`config.mk`:
```
export PLATFORM = sky130hd
export DESIGN_NAME = mm_bank_arbiter
export DESIGN_NICKNAME = d
export VERILOG_FILES = /design/src/rtl/mm_bank_arbiter.sv
export SDC_FILE = /design/constraint.sdc
export NUM_CORES = 1
export LEC_CHECK = 0
export BUFFER_PORTS_ARGS = -buffer_cell sky130_fd_sc_hd__buf_2
export CAP_MARGIN = 20
export CORE_MARGIN = 2
export CORE_UTILIZATION = 38
export DETAILED_ROUTE_END_ITERATION = 8
export PLACE_DENSITY = 0.8
export SYNTH_ARGS = -nofsm -noshare
export SYNTH_HDL_FRONTEND = slang
export SYNTH_SLANG_ARGS = --single-unit
```
`constraint.sdc`:
```
create_clock -name clock_i -period 1.65 [get_ports clock_i]
set_input_delay 0.165 -clock clock_i [delete_from_list [all_inputs] [get_ports clock_i]]
set_output_delay 0.165 -clock clock_i [all_outputs]
set_load 0.005 [all_outputs]
```
`src/rtl/mm_bank_arbiter.sv`:
```
// Round-robin arbiter sharing one MM_top Montgomery multiplier and its bridge BRAM among NREQ
// requesters. Define MM_ARB_WATCHDOG_EN to enable the BUSY-state watchdog abort.
module mm_bank_arbiter #(
  parameter int unsigned NREQ           = 4,
  parameter int unsigned s              = 8,
  parameter int unsigned TIMEOUT_CYCLES = 4096
) (
  input  logic            clock_i,
  input  logic            reset_i,
  input  logic [NREQ-1:0] req_i,
  output logic [NREQ-1:0] gnt_o,
  output logic [NREQ-1:0] done_o,
  output logic [NREQ-1:0] err_o,
  output logic            mm_start_o,
  output logic            mm_reset_o,
  input  logic            mm_done_i,
  input  logic [31:0]     mm_addr_i,
  input  logic            mm_we_i,
  input  logic            mm_en_i,
  output logic [31:0]     bram_addr_o,
  output logic            bram_we_o,
  output logic            bram_en_o,
  output logic            busy_o
);

  localparam int unsigned AW = $clog2(4 * s);
  localparam int unsigned BW = $clog2(NREQ);

  typedef enum logic [2:0] {
    StIdle, StGrant, StStart, StBusy, StRelease, StAbort1, StAbort2
  } state_e;

  state_e          state_q, state_d;
  logic [BW-1:0]   bank_q, bank_d;
  logic [BW-1:0]   rr_ptr_q, rr_ptr_d;
  logic [NREQ-1:0] gnt_q, gnt_d;
  logic [NREQ-1:0] done_q, done_d;
  logic            start_q, start_d;
  logic [BW-1:0]   pick, cand, nxt_ptr;
  logic            found;

`ifdef MM_ARB_WATCHDOG_EN
  logic [NREQ-1:0] err_q, err_d;
  logic [31:0]     wd_q, wd_d;
  logic            wd_rst_q, wd_rst_d;
`endif

  assign nxt_ptr = (32'(bank_q) == NREQ - 1) ? '0 : bank_q + 1'b1;

  always_comb begin
    state_d  = state_q;
    bank_d   = bank_q;
    rr_ptr_d = rr_ptr_q;
    gnt_d    = gnt_q;
    done_d   = '0;
    start_d  = 1'b0;
    pick     = '0;
    cand     = '0;
    found    = 1'b0;
`ifdef MM_ARB_WATCHDOG_EN
    err_d    = '0;
    wd_d     = wd_q;
    wd_rst_d = 1'b0;
`endif

    // First set request at rr_ptr, rr_ptr+1, ... wrapping at NREQ.
    for (int unsigned i = 0; i < NREQ; i++) begin
      cand = BW'((32'(rr_ptr_q) + i) % NREQ);
      if (!found && req_i[cand]) begin
        found = 1'b1;
        pick  = cand;
      end
    end

    case (state_q)
      StIdle: begin
        if (found) begin
          bank_d  = pick;
          gnt_d   = {{(NREQ-1){1'b0}}, 1'b1} << pick;
          state_d = StGrant;
        end
      end
      StGrant: begin
        start_d = 1'b1;
        state_d = StStart;
      end
      StStart: begin
`ifdef MM_ARB_WATCHDOG_EN
        wd_d = '0;
`endif
        state_d = StBusy;
      end
      StBusy: begin
        if (mm_done_i) begin
          done_d[bank_q] = 1'b1;
          state_d        = StRelease;
        end
`ifdef MM_ARB_WATCHDOG_EN
        else if (wd_q == 32'(TIMEOUT_CYCLES - 1)) begin
          done_d[bank_q] = 1'b1;
          err_d[bank_q]  = 1'b1;
          wd_rst_d       = 1'b1;
          state_d        = StAbort1;
        end else begin
          wd_d = wd_q + 32'd1;
        end
`endif
      end
      StRelease: begin
        rr_ptr_d = nxt_ptr;
        gnt_d    = '0;
        state_d  = StIdle;
      end
`ifdef MM_ARB_WATCHDOG_EN
      // Hold MM_top in reset for a second cycle before returning to IDLE.
      StAbort1: begin
        wd_rst_d = 1'b1;
        rr_ptr_d = nxt_ptr;
        state_d  = StAbort2;
      end
      StAbort2: begin
        gnt_d   = '0;
        state_d = StIdle;
      end
`endif
      default: state_d = StIdle;
    endcase
  end

  always_ff @(posedge clock_i) begin
    if (reset_i) begin
      state_q  <= StIdle;
      bank_q   <= '0;
      rr_ptr_q <= '0;
      gnt_q    <= '0;
      done_q   <= '0;
      start_q  <= 1'b0;
`ifdef MM_ARB_WATCHDOG_EN
      err_q    <= '0;
      wd_q     <= '0;
      wd_rst_q <= 1'b0;
`endif
    end else begin
      state_q  <= state_d;
      bank_q   <= bank_d;
      rr_ptr_q <= rr_ptr_d;
      gnt_q    <= gnt_d;
      done_q   <= done_d;
      start_q  <= start_d;
`ifdef MM_ARB_WATCHDOG_EN
      err_q    <= err_d;
      wd_q     <= wd_d;
      wd_rst_q <= wd_rst_d;
`endif
    end
  end

  logic mm_active;
  assign mm_active = (state_q == StStart) || (state_q == StBusy);

  assign gnt_o       = gnt_q;
  assign done_o      = done_q;
  assign mm_start_o  = start_q;
  assign busy_o      = (state_q != StIdle);
  assign bram_addr_o = 32'({bank_q, mm_addr_i[AW-1:0]});
  assign bram_we_o   = mm_we_i & mm_active;
  assign bram_en_o   = mm_en_i & mm_active;

`ifdef MM_ARB_WATCHDOG_EN
  assign err_o      = err_q;
  assign mm_reset_o = reset_i | wd_rst_q;
`else
  logic [31:0] unused_timeout;
  assign unused_timeout = TIMEOUT_CYCLES;
  assign err_o          = '0;
  assign mm_reset_o     = reset_i;
`endif

  logic unused_addr;
  assign unused_addr = ^mm_addr_i[31:AW];

endmodule

```
==> summary.txt, run 1 <==
Finish
  • Core Util, Final: 0.393
  • Share of layout cells above drive strength 1: 0.315
  • Ant diodes: 0
  • Filler cells: 285
  • Nets: 177
  • Area growth, synth to finish: -0.000284%

Timing
  • # setup viols final: 0
  • Minimum clock period: 1.55 ns
  • Clk_skew: 0.00194 ns
  • Tcrit/Tclk final: 0.937
  • Setup TNS: 0 ns
  • RSZ-0062 raised after global routing: no
  • Max-slew violation count: 0
  • Final hold violation count: 0
  • Fmax: 0.647 GHz

Clock tree
  • H-Tree Level Count: 1
  • CTS tree: done
  • Clk Latency, worst-skew pair: 0.28 ns
  • Setup repair bufs after CTS: 0
  • # hold bufs at CTS: 0
  • Clock sinks: 16
  • CTS clk-pin slew, worst paths: 0.08 ns
  • Clock root buffer: clkbuf_4
  • CTS Buffer Depth: 2
  • Post-CTS sizing: 0
  • CTS Buf Count: 3

Outcome
  • Status: complete, no violations

Min path
  • Hold Path End: rr_ptr_q[1]
  • Hold path cells: 2
  • Hold Crit Class: input pin to flop
  • Hold Startpoint: reset_i

Place
  • Placer Congestion: 0.758
  • HPWL after DPL: 1320 microns
  • Port Buffers: 23

Routing
  • Wire length per cell: 10.0 microns
  • First drt pass iteration count: 4
  • Drt total wl: 1610 microns
  • Post-DRT Antenna Nets: 0
  • DRC: 0
  • DR vias: 720
  • DRT iter0 DRCs: 6
  • Routed vias/inst: 4.47

Worst setup path
  • R2R cell count: 4
  • Critical Path End Type: flop
  • Bufs and invs on worst path: 0
  • Crit path max-delay cell type: dfxtp_1
  • Crit-path leading delay family: flip-flops
  • Worst path max stage delay: 0.50 ns
  • FF-to-FF End: gnt_o[2]
  • Startpoint Class: flop
  • Worst r2r src: rr_ptr_q[1]
  • Critical path peak fanout: 8
  • Required @ worst endpoint: 1.82 ns
  • Reg2Reg Setup Slack: 0.10 ns
  • Critical path class: flop to flop
  • CP arrival: 1.72 ns
  • CP Cell Sequence: mux2i_1, nor2_1, or3_4, a32o_2

Synth
  • Post-synth top flop: dfxtp_1
  • Syn Inst Count: 113
  • Largest family of logic cells by synthesized area: buffers and inverters
  • Yosys cell types: 31
  • Share of synthesized registers carrying an async set or reset: 0
  • Netlist Area Pre-Place: 0.00106 sq mm
  • Yosys reg bits: 16
  • Adder-cell share of the synthesized area: 0.0474
  • Multiplexer share of the synthesized area: 0.00948
  • Ys Warns: 0
  • Share of the synthesized area in the top cell type: 0.303
  • Post-Syn Area per Cell: 9.35 sq um
  • Post-synth EDFFs: 0
  • Leading post-synthesis cells by cell area: dfxtp_1 (30%), buf_4 (25%), ha_1 (4.7%), a32o_2 (4.3%), a21oi_1 (2.8%)
  • Post-synthesis simple-gate area fraction: 0.210
  • Area leader, netlist: dfxtp_1
  • Register area share after synthesis: 0.303
  • Synth Area in XOR/XNOR: 0
  • Post-synthesis compound-gate area fraction: 0.139

Die
  • Die width: 56.7 microns
  • Std cell rows: 19
  • Core area: 0.00269 sq mm
  • Initial Utilization: 0.393
  • Die area: 0.00322 sq mm
  • Io pins: 90
  • Die H: 56.7 microns

Job
  • MaxCap Viol Count: 0

Global routing
  • Initial antenna violation count: 0
  • Total grt overflow: 0
  • First-pass GRT wire length: 2520 microns
  • GRT Overall Usage: 0.0991
  • Vias in the first global route: 659
  • Largest net degree at the start of global routing: 12

Pwr
  • P per Cell Area: 736 mW/mm^2
  • Pleak: 0.540 nW
  • Max IR drop VDD: 409 uV
==> metrics by stage <==
| step | setup slack [ns] | area (sq um) | hold slack, ns | std cells | power, W |
|---|---|---|---|---|---|
| after detailed placement | 0.130 | 1030 | 0.330 | 158 | 0.000589 |
| final | 0.104 | 1060 | 0.191 | 161 | 0.000777 |
| after CTS | 0.100 | 1060 | 0.179 | 161 | 0.000786 |
| after global routing | 0.00237 | 1060 | 0.191 | 161 | 0.000826 |
| after global placement | 0.132 | 1030 | 0.330 | 158 | 0.000584 |
| after floorplan | 0.265 | 1160 | 0.354 | 141 | 0.000600 |
==> registers in the layout, summed over array words and instances (netlist names) <==
signal,flops
done_o,4
gnt_o,4
state_q,3
bank_q,2
rr_ptr_q,2
mm_start_o,1
==> report_power, final <==
group          internal [W]  switching, W
clock network     0.0000845      0.000112
registers          0.000404     0.0000169
logic             0.0000715     0.0000880
total              0.000560      0.000217
==> logic make-up (layout without fill, tap and decap cells) <==
| logic type | count (synthesis) | after routing |
|---|---|---|
| AOI/OAI and AO/OA | 17 | 17 |
| adders and majority gates | 4 | 4 |
| buffers and inverters | 42 | 31 |
| DFF | 16 | 16 |
| muxes | 1 | 1 |
| other | 1 | 29 |
| and+or+nand+nor | 32 | 32 |
==> cell type report <==
type                            instances  area, sq um  area share
Inverter                                4         15.0      0.0142
Multi-Input combinational cell         83          537       0.508
Tap cell                               31         38.8      0.0367
Clock buffer                            3         22.5      0.0213
Sequential cell                        16          320       0.303
Timing Repair Buffer                   24          123       0.116
==> cell usage in the layout, fill, tap and decap left out, drive strengths merged, types with 4 or more instances in the layout <==
| master | instances |
|---|---|
| conb | 29 |
| buf | 24 |
| dfxtp | 16 |
| a21oi | 6 |
| nor2 | 6 |
| nand2 | 5 |
| inv | 4 |
| a32o | 4 |
| and2 | 4 |
| ha | 4 |
==> Yosys cell counts (2+ instances only) <==
library cell	instances
a21oi_1	6
and3b_1	2
and2_1	4
nor2_4	2
ha_1	4
buf_4	35
nor4b_1	2
buf_6	2
a32o_2	4
nand3_1	2
nand2b_1	2
nor2_1	4
or3_4	2
inv_1	4
nand2_1	5
dfxtp_1	16
nor3_1	3
==> metal layers <==
layer,global-route usage,wire [microns]
met1,0.0968,623
met2,0.191,819
met3,0.0276,167
met4,0.0408,0
met5,0,0
==> worst max path at each step <==
stage | from | end | slack, ns | cells past startpoint
after floorplan | rr_ptr_q[1] | gnt_o[0] | 0.27 | 5
after global placement | rr_ptr_q[1] | gnt_o[2] | 0.13 | 4
after detailed placement | rr_ptr_q[1] | gnt_o[2] | 0.13 | 4
after CTS | rr_ptr_q[1] | gnt_o[2] | 0.10 | 4
after global routing | rr_ptr_q[1] | gnt_o[2] | 0.002 | 4
final | rr_ptr_q[1] | gnt_o[2] | 0.10 | 4
==> worst register-to-register path, delay by kind of cell (launching register included) <==
family,cells,cell delay (ns)
DFF,1,0.50
AOI/OAI and AO/OA,1,0.25
and+or+nand+nor,2,0.48
muxes,1,0.22
Note: power is estimated with default switching activity, not from simulation.
==> run 2: changes to the inputs <==
CORE_UTILIZATION = 35   (was 38)
PLACE_DENSITY = 0.74   (was 0.8)
==> summary.txt, run 2 (same netlist as run 1, synthesis figures left out) <==
Die
  • Std cell rows: 19
  • Io pins: 90
  • Die area: 0.00347 sq mm
  • Core area: 0.00281 sq mm
  • Initial Utilization: 0.376
  • Die H: 58.9 microns
  • Die width: 58.9 microns

Global routing
  • Total grt overflow: 0
  • GRT Overall Usage: 0.103
  • GR peak layer: met2
  • M2 GR Usage: 0.205
  • Initial antenna violation count: 0
  • Largest net degree at the start of global routing: 12
  • Routing usage on met1: 0.0997
  • M3 GR Usage: 0.0154
  • First-pass GRT wire length: 2710 microns
  • Vias in the first global route: 651

Clock tree
  • Post-CTS sizing: 0
  • Clock sinks: 16
  • CTS tree: done
  • CTS clk-pin slew, worst paths: 0.09 ns
  • Clock root buffer: clkbuf_4
  • CTS Buf Count: 3
  • Clk Latency, worst-skew pair: 0.29 ns
  • # hold bufs at CTS: 0
  • CTS Buffer Depth: 2
  • Setup repair bufs after CTS: 0
  • H-Tree Level Count: 1

Worst setup path
  • CP Cell Sequence: mux2i_1, nor2_1, or3_4, a32o_2
  • Bufs and invs on worst path: 0
  • Critical Path End Type: flop
  • Critical path peak fanout: 5
  • R2R cell count: 4
  • Crit path max-delay cell type: dfxtp_1
  • Crit-path leading delay family: simple AND/OR/NAND/NOR gates
  • Reg2Reg Setup Slack: 0.17 ns
  • Required @ worst endpoint: 1.84 ns
  • Worst path max stage delay: 0.43 ns
  • CP arrival: 1.67 ns
  • Crit path depth: 4
  • Startpoint Class: flop
  • Critical path class: flop to flop

Finish
  • Filler cells: 289
  • Core Util, Final: 0.384
  • Most frequent cells in the layout: conb_1 (29), buf_2 (23), dfxtp_1 (16), a21oi_1 (6), nand2_1 (5)
  • Most common cell after layout, fill and taps aside: conb_1
  • Ant diodes: 0
  • Nets: 178
  • Area growth, synth to finish: 2.01%
  • Share of layout cells above drive strength 1: 0.326

Outcome
  • Failing checks: design-rule violations
  • Status: finished, violations left

Pwr
  • Pint: 0.000610 W
  • NetSw: 0.000234 W
  • Max IR drop VDD: 244 uV
  • P per Cell Area: 783 mW/mm^2
  • Pleak: 0.552 nW
  • Comb pwr share: 0.191
  • Clock Power Share: 0.310
  • Switching Share: 0.277
  • Sequential share of power: 0.499
  • Total power: 0.000844 W

Timing
  • PnR worst setup slack: 0.169 ns
  • RSZ-0062 raised after global routing: no
  • Final hold violation count: 0
  • # setup viols final: 0
  • Minimum clock period: 1.48 ns
  • Clk_skew: 0.00129 ns
  • Max-slew violation count: 0
  • Fmax: 0.675 GHz
  • Tcrit/Tclk final: 0.898
  • Setup TNS: 0 ns

Place
  • Port Buffers: 23
  • HPWL after DPL: 1420 microns
  • Placer Congestion: 0.743
  • Dpl ws: 0.201 ns

Routing
  • DRC: 7
  • Routed vias/inst: 4.53
  • Wire length per cell: 10.7 microns
  • First drt pass iteration count: 8
  • Drt total wl: 1740 microns
  • Post-DRT Antenna Nets: 0
  • DRT iter0 DRCs: 45
  • DR vias: 739

Job
  • MaxCap Viol Count: 0

Min path
  • Hold Crit Class: input pin to flop
  • Hold path cells: 2
## run 2: final cells by class
| class | instances | area (sq um) | area share |
|---|---|---|---|
| multi-input cells | 83 | 537 | 0.498 |
| flip-flops and latches | 16 | 320 | 0.297 |
| repair buffers | 25 | 130 | 0.121 |
| well taps | 31 | 38.8 | 0.0360 |
| clock buffers | 4 | 36.3 | 0.0337 |
| inverters | 4 | 15.0 | 0.0139 |
## run 2: path summary, 6_finish.rpt
kind                     from        end
setup / recovery  rr_ptr_q[1]   gnt_o[0]
hold / removal        reset_i  bank_q[1]
setup reg to reg  rr_ptr_q[1]   gnt_o[0]
hold reg to reg      gnt_o[3]   gnt_o[3]
## run 2: power by group through the flow
stage	Clock [W]	Sequential (W)	Combinational, W
finish	0.000261	0.000421	0.000161
global placement	0	0.000429	0.000154
floorplan	0	0.000428	0.000172
CTS	0.000267	0.000422	0.000161
global route	0.000279	0.000425	0.000178
detailed placement	0	0.000431	0.000160
## run 2: per-layer routing
layer	vias to the layer above	share of wire
met1	339	0.36
met3	3	0.098
met2	40	0.52
met4	0	0.018
li1	357	-
met5	-	0
## run 2: through the flow
step / instance area [sq um] / hold slack, ns / instances
after detailed placement: 1040 / 0.330 / 159
after global placement: 1040 / 0.330 / 159
final: 1080 / 0.171 / 163
after floorplan: 1160 / 0.354 / 141
after CTS: 1080 / 0.170 / 163
after global routing: 1080 / 0.181 / 163
